--- src/rtl/alu_serial_pkg.sv ---
// Shared definitions for the bit-serial ALU:
// data width, control encodings and FSM states.
package alu_serial_pkg;

    localparam int unsigned DATA_W = 32;
    localparam int unsigned CNT_W  = 5;

    typedef enum logic [3:0] {
        ALU_AND = 4'b0000,
        ALU_OR  = 4'b0001,
        ALU_ADD = 4'b0010,
        ALU_SUB = 4'b0110,
        ALU_NOR = 4'b1100,
        ALU_SLT = 4'b0111
    } alu_ctrl_e;

    typedef enum logic [1:0] {
        ST_IDLE = 2'd0,
        ST_RUN  = 2'd1,
        ST_DONE = 2'd2
    } state_e;

    function automatic logic is_valid_ctrl(input logic [3:0] c);
        case (c)
            ALU_AND, ALU_OR, ALU_ADD,
            ALU_SUB, ALU_NOR, ALU_SLT: return 1'b1;
            default:                   return 1'b0;
        endcase
    endfunction

    function automatic logic is_addsub(input logic [3:0] c);
        return (c == ALU_ADD) || (c == ALU_SUB);
    endfunction

endpackage

--- src/rtl/alu_serial_slice.sv ---
// One-bit ALU slice: optional operand inversion,
// AND / OR / full-add selected by operation.
module alu_slice_1b (
    input  logic       a,
    input  logic       b,
    input  logic       A_invert,
    input  logic       B_invert,
    input  logic       cin,
    input  logic [1:0] operation,
    output logic       result,
    output logic       cout,
    output logic       sum
);

    logic a_x;
    logic b_x;

    always_comb begin
        a_x  = a ^ A_invert;
        b_x  = b ^ B_invert;
        sum  = a_x ^ b_x ^ cin;
        cout = (a_x & b_x) | (cin & (a_x ^ b_x));
        unique case (operation)
            2'b00:   result = a_x & b_x;
            2'b01:   result = a_x | b_x;
            2'b10:   result = sum;
            default: result = 1'b0;
        endcase
    end

endmodule

--- src/rtl/alu_serial.sv ---
// Bit-serial 32-bit ALU: one bit per clock, LSB first,
// through a single alu_slice_1b.
module alu_serial
    import alu_serial_pkg::*;
(
    input  logic              clk_i,
    input  logic              rst_i,
    input  logic              start_i,
    input  logic [DATA_W-1:0] src1_i,
    input  logic [DATA_W-1:0] src2_i,
    input  logic [3:0]        ALU_control_i,
    output logic              busy_o,
    output logic              done_o,
    output logic [DATA_W-1:0] result_o,
    output logic              zero_o,
    output logic              cout_o,
    output logic              overflow_o
);

    state_e            state_q;
    state_e            state_d;
    logic [CNT_W-1:0]  cnt_q;
    logic [DATA_W-1:0] a_q;
    logic [DATA_W-1:0] b_q;
    logic [DATA_W-1:0] res_q;
    logic [3:0]        ctrl_q;
    logic              carry_q;
    logic              cout_q;
    logic              ovf_q;
    logic              res_vld_q;

    logic              accept;
    logic              last_bit;
    logic              s_res;
    logic              s_cout;
    logic              s_sum;
    logic              bit_val;
    logic              less;

    assign accept   = start_i && (state_q != ST_RUN);
    assign last_bit = &cnt_q;

    alu_slice_1b u_slice (
        .a         (a_q[0]),
        .b         (b_q[0]),
        .A_invert  (ctrl_q[3]),
        .B_invert  (ctrl_q[2]),
        .cin       (carry_q),
        .operation (ctrl_q[1:0]),
        .result    (s_res),
        .cout      (s_cout),
        .sum       (s_sum)
    );

    // SLT writes zeros bit by bit; its verdict lands in bit 0 at the end
    always_comb begin
        bit_val = 1'b0;
        if (is_valid_ctrl(ctrl_q) && (ctrl_q != ALU_SLT)) begin
            bit_val = s_res;
        end
        less = s_sum ^ (carry_q ^ s_cout);
    end

    always_comb begin
        state_d = state_q;
        unique case (state_q)
            ST_IDLE: if (start_i) state_d = ST_RUN;
            ST_RUN:  if (last_bit) state_d = ST_DONE;
            ST_DONE: state_d = start_i ? ST_RUN : ST_IDLE;
            default: state_d = ST_IDLE;
        endcase
    end

    always_ff @(posedge clk_i) begin
        if (rst_i) begin
            state_q <= ST_IDLE;
        end else begin
            state_q <= state_d;
        end
    end

    always_ff @(posedge clk_i) begin
        if (rst_i) begin
            cnt_q     <= '0;
            a_q       <= '0;
            b_q       <= '0;
            res_q     <= '0;
            ctrl_q    <= '0;
            carry_q   <= 1'b0;
            cout_q    <= 1'b0;
            ovf_q     <= 1'b0;
            res_vld_q <= 1'b0;
        end else if (accept) begin
            a_q     <= src1_i;
            b_q     <= src2_i;
            ctrl_q  <= ALU_control_i;
            carry_q <= ALU_control_i[2];
            cnt_q   <= '0;
            cout_q  <= 1'b0;
            ovf_q   <= 1'b0;
        end else if (state_q == ST_RUN) begin
            a_q          <= a_q >> 1;
            b_q          <= b_q >> 1;
            carry_q      <= s_cout;
            cnt_q        <= cnt_q + CNT_W'(1);
            res_q[cnt_q] <= bit_val;
            if (last_bit) begin
                res_vld_q <= 1'b1;
                if (ctrl_q == ALU_SLT) begin
                    res_q[0] <= less;
                end
                if (is_addsub(ctrl_q)) begin
                    cout_q <= s_cout;
                    ovf_q  <= carry_q ^ s_cout;
                end
            end
        end
    end

    assign busy_o     = (state_q == ST_RUN);
    assign done_o     = (state_q == ST_DONE);
    assign result_o   = res_q;
    assign zero_o     = res_vld_q && (res_q == '0);
    assign cout_o     = cout_q;
    assign overflow_o = ovf_q;

endmodule

--- config.mk ---
export PLATFORM = sky130hd
export DESIGN_NAME = alu_serial
export DESIGN_NICKNAME = d
export VERILOG_FILES = /design/src/rtl/alu_serial_pkg.sv /design/src/rtl/alu_serial_slice.sv /design/src/rtl/alu_serial.sv
export SDC_FILE = /design/constraint.sdc
export NUM_CORES = 1
export LEC_CHECK = 0
export ABC_AREA = 0
export BUFFER_PORTS_ARGS = -buffer_cell sky130_fd_sc_hd__buf_2
export CORE_MARGIN = 3
export CORE_UTILIZATION = 59
export CTS_CLUSTER_DIAMETER = 30
export DETAILED_ROUTE_END_ITERATION = 10
export PLACE_DENSITY = 0.85
export SYNTH_ARGS = -nofsm -noshare
export SYNTH_HDL_FRONTEND = slang
export SYNTH_SLANG_ARGS = --single-unit
--- constraint.sdc ---
create_clock -name clk_i -period 6.3 [get_ports clk_i]
set_input_delay 0.945 -clock clk_i [delete_from_list [all_inputs] [get_ports clk_i]]
set_output_delay 0.945 -clock clk_i [all_outputs]
set_load 0.01 [all_outputs]
# After elaboration in Yosys (flattened, before gate mapping)
# Index checks and enable logic that the tools add are counted.
dict set report totals {
  reg_bits 111
  input_bits 71
  output_inout_bits 37
  wordCells 72
}
dict set report op_classes {
  addsub 1
  magnitude_cmp 2
  eq_ne 13
  mux 18
  bitwise_logic 11
  n_reduce_logical 17
}
# operator count
set ops {}
lappend ops {{$mux W32} 4}
lappend ops {{$bwmux W32} 1}
lappend ops {{$logic_not A32 Y1} 1}
lappend ops {{$reduce_and A7 Y1} 2}
lappend ops {{$eq A4 B3 Y1 const B} 2}
lappend ops {{$mux W1} 8}
lappend ops {{$lt A5 B6 Y1 const B} 1}
lappend ops {{$pmux W2 S3} 1}
lappend ops {{$reduce_or A6 Y1} 1}
lappend ops {{$xor A1 B1 Y1} 6}
lappend ops {{$add A5 B1 Y5 const B} 1}
lappend ops {{$demux W1 S5} 1}
lappend ops {{$ge A5 B1 Y1 const B} 1}
lappend ops {{$reduce_and A5 Y1} 1}
lappend ops {{$eq A2 B1 Y1 const B} 2}
lappend ops {{$eq A2 B2 Y1 const B} 2}
lappend ops {{$eq A4 B1 Y1 const B} 1}
lappend ops {{$eq A4 B2 Y1 const B} 1}
lappend ops {{$eq A4 B4 Y1 const B} 1}
lappend ops {{$logic_and A1 B1 Y1} 4}
lappend ops {{$logic_not A2 Y1} 2}
lappend ops {{$logic_not A4 Y1} 1}
lappend ops {{$mux W2} 2}
lappend ops {{$ne A2 B1 Y1 const B} 2}
lappend ops {{10 further kinds} 13}

# Depth between registers and ports, before layout
dict set report depth {
  word_depth 8
  depth_mapped 8
  mapped_depth_nobuf 7
}

# By module
# Synthesis repeated with hierarchy kept, for this count alone.
dict set report unflattened {
  hier_cells 549
  hier_area_um2 5235.0
}
# module n_inst cells_per_inst area_each_um2 seq_area_each_um2
set by_module_without_submodules {}
lappend by_module_without_submodules {alu_serial 1 535 5126.2 2222.1}
lappend by_module_without_submodules {alu_slice_1b 1 14 108.9 0.0}

# Worst setup path before layout
# Ideal clock, no wire load.
dict set report synth_timing {
  kind {input -> register}
  from {in rst_i}
  to {reg a_q[22]}
  setup_ns 0.138
  arrival_ns 1.865
  required_time_ns 6.162
  setup_slack_ns 4.297
  stages 4
  path_buffers 3
  path_cell_list {clkbuf_1 -> buf_1 -> clkbuf_1 -> a211oi_1}
}
# element line_no
set synth_lines {}
lappend synth_lines {{start: declaration} alu_serial.sv:7} ;# input logic rst_i,
lappend synth_lines {{end signal: assignment} alu_serial.sv:94} ;# a_q <= src1_i;
lappend synth_lines {{end signal: assignment} alu_serial.sv:102} ;# a_q <= a_q >> 1;
lappend synth_lines {{end: declaration} alu_serial.sv:23} ;# logic [DATA_W-1:0] a_q;
# No word-level cell between the ends.

# Worst setup path in the final report
dict set report layout_timing {
  from {reg ctrl_q[3]}
  to {reg res_q[13], in the netlist result_o[13]}
}
dict set report layout_between {
  elab_chain_cells 6
  word_cells_on_any_way 18
  cone_classes {eq/ne: 6; mux: 4; bitwise: 5; reduce/logical: 3}
}
# element line_no
set layout_lines {}
lappend layout_lines {{start: declaration} alu_serial.sv:26} ;# logic [3:0] ctrl_q;
lappend layout_lines {{start signal: assignment} alu_serial.sv:96} ;# ctrl_q <= ALU_control_i;
lappend layout_lines {{$eq A4 B3 Y1 (tied with other cells)} alu_serial_pkg.sv:24} ;# case (c)
lappend layout_lines {{$reduce_or A6 Y1 or $xor A1 B1 Y1 (tied branches)} {alu_serial_pkg.sv:24, alu_serial_slice.sv:21}}
lappend layout_lines {{$mux W1 or $xor A1 B1 Y1 (tied branches)} {alu_serial_pkg.sv:24, alu_serial_slice.sv:21}}
lappend layout_lines {{$logic_and A1 B1 Y1 or $pmux W1 S3 (tied branches)} {alu_serial.sv:58, alu_serial_slice.sv:23}}
lappend layout_lines {{$mux W1 *} alu_serial.sv:58} ;# if (is_valid_ctrl(ctrl_q) && (ctrl_q != ALU_SLT)) begin
lappend layout_lines {{$bwmux W32 *} alu_serial.sv:106} ;# res_q[cnt_q] <= bit_val;
lappend layout_lines {{end signal: indexed assignment} alu_serial.sv:106}
lappend layout_lines {{end: declaration} alu_serial.sv:25} ;# logic [DATA_W-1:0] res_q;
# Every way passes the cells marked *; elsewhere a longest branch is shown, timed or not.
# A chain may end at the register's enable or synchronous reset.

==> metrics <==
most common cell after layout, fill and taps aside=dfxtp_1; CTS Root Cell=clkbuf_8; top cell type by total area after synthesis=dfxtp_1; unrepaired setup endpoints after global routing=no; Syn Area/Cell=9.342 um^2; H-tree levels=3; highest clock rate=approximately 0.37 GHz; Initial DRC Count=between 150 and 200; crit start category=flop; worst-skew pair later-pin latency=between 300 and 400 ps; static leakage=around 0.0026 uW; Yosys cell types=39; ANT cells=0; status=finished, final reports clean; Pre-antenna DRT Iters=4; Detailed Route WL=between 10000 and 15000 um; average via count per standard cell=~5.8; Starting Density=about three fifths; Gate Count Post-Synth=between 500 and 600; Layout area overhead=13.81%; EDFF count, synth=0; Hold Crit Class=reg -> reg; crit path kind=reg -> reg; Net Count, Synth=629; arrival time worst endpoint=between 2000 and 3000 ps; # rows=33; top routing layer used=met4; CP required=between 6000 and 7000 ps; metal3 WL=roughly 480 um; Die X=approximately 99 um; die area=9848 um^2; gpl congestion=about 0.83; total clock sinks=111; Max Cap Violations=0; cell area power density=~240 nW/um^2; largest net degree at the start of global routing=139; period utilization=~43%; number of synthesized register bits=about 110; post-CTS sizing=0; Max Slew Vio Count=0; final-report hold violation count=0; Routed WL per cell=15.13 um; post-route ant nets=0; Post-Syn Area=roughly 5100 um^2; final core occ=between 60% and 70%; # hold bufs at CTS=0; most used flip-flop cell after synthesis=dfxtp_1; Residual DRC=0; peak supply drop=0.1275 mV; main area contributors after synthesis=dfxtp_1 43%, mux2i_1 14%, a211oi_1 9.5%; vias in the first global route=between 3k and 4k; most frequent cells in the layout=111 x dfxtp_1, 105 x buf_2, 73 x nor2_1, 71 x mux2i_1, 65 x a211oi_1; Final Setup Violations=0; setup TNS=0 ps; met2 routed WL=about 5300 um; Synth async-reset ratio=0%; post-detail-place hpwl=7384 um; routed via count=about 4.2k; Clock Skew=10.91 ps; initial antenna violation count=0; GRT Util Overall=between 20 and 25%; slew margin rel.=~17%; Buffers on Ports=about 110; share of layout cells above drive strength 1=20.99%; number of CTS-inserted buffers=9; Clock Pin Slew Worst Setup and Hold Paths=approximately 100 ps; first-pass GRT wire length=18280 um; Final min period=between 2000 and 3000 ps; Final #Nets=around 700; core area=8341 um^2; area post-placement=5623 um^2; CTS tree=yes; sequential share of the synthesized area=~43%; Design Area, Final=approximately 5800 um^2; Met1 Routed Length=5149 um; Synth warnings=0; total setup buffers inserted after CTS=0; top-level I/O count=108; deepest clock path buffer count=2; endpoint type of the worst setup path=flop; grt ovf=0; Die Ht=between 90 and 100 um; Yosys top cell area share=a little over two fifths; Least-Margin Pin Slew=between 1000 and 1500 ps; crit-path max FO=20
## worst paths after layout
path,from,slack [ps],end,depth (start not counted)
setup / recovery,ctrl_q[3],3570,result_o[13],6
hold reg to reg,res_vld_q,480,res_vld_q,2
hold / removal,res_vld_q,480,res_vld_q,2
setup reg to reg,ctrl_q[3],3570,result_o[13],6
## area by class of cell
type | count | area [um^2]
Multi-Input combinational cell | 385 | 2688
Fill cell | 677 | 2504
Inverter | 9 | 33.78
Timing Repair Buffer | 108 | 548.0
Clock buffer | 11 | 131.4
Sequential cell | 111 | 2222
Tap cell | 105 | 131.4
Clock inverter | 5 | 82.58
## power breakdown
group | total [uW] | switching [uW] | internal (uW)
logic | 190 | 108 | 81.7
clock network | 457 | 232 | 225
registers | 770 | 25.8 | 744
## critical path, cell delays in order (launching register included)
cell      delay, ps
dfxtp_1         460
xor2_1          330
fa_1            480
inv_1            70
a211o_1         190
nand4b_1        640
o31ai_1         460
## state kept, by name, indices dropped and copies added (netlist names)
name	cells
res_vld_q	1
a_q	32
overflow_o	1
carry_q	1
cout_o	1
cnt_q	5
state_q	2
result_o	32
b_q	32
ctrl_q	4
## logic make-up (layout without fill, tap and decap cells)
logic type | Yosys count | count (layout) | synth area share, %
and+or+nand+nor | 181 | 181 | 18.05
DFF | 111 | 111 | 43.33
AOI/OAI and AO/OA | 118 | 118 | 16.71
adders and majority gates | 9 | 9 | 2.488
buffers and inverters | 53 | 133 | 4.416
xor gates and xnor gates | 5 | 5 | 0.8540
muxes | 72 | 72 | 14.15
## synth_stat cells, drive strengths merged, types with 7 or more instances
cell    instances
a211oi         65
o21ai          22
mux2i          71
nand2          18
a21oi          10
nand3          18
clkbuf         13
dfxtp         111
nor4            8
inv             9
ha              7
nor2           73
buf            31
nand3b         18
nor2b          15
nand2b          9
o31ai          14
## through the flow
step | setup slack (ps) | hold WS (ps) | total power, uW | std cells
finish | 3572 | 475.2 | 1417 | 734
global route | 3233 | 515.9 | 1477 | 734
CTS | 3569 | 483.3 | 1426 | 734
detailed placement | 3471 | 469.6 | 975.1 | 718
global placement | 3550 | 456.0 | 965.5 | 718
floorplan | 4297 | 432.1 | 924.1 | 549
## metal layers
layer / global-route usage [%] / vias to the layer above
li1: - / 2140
met1: 30.32 / 1993
met2: 36.31 / 95
met3: 3.717 / 12
met4: 6.513 / 0
met5: 0 / -
Note: power is estimated with default switching activity, not from simulation.
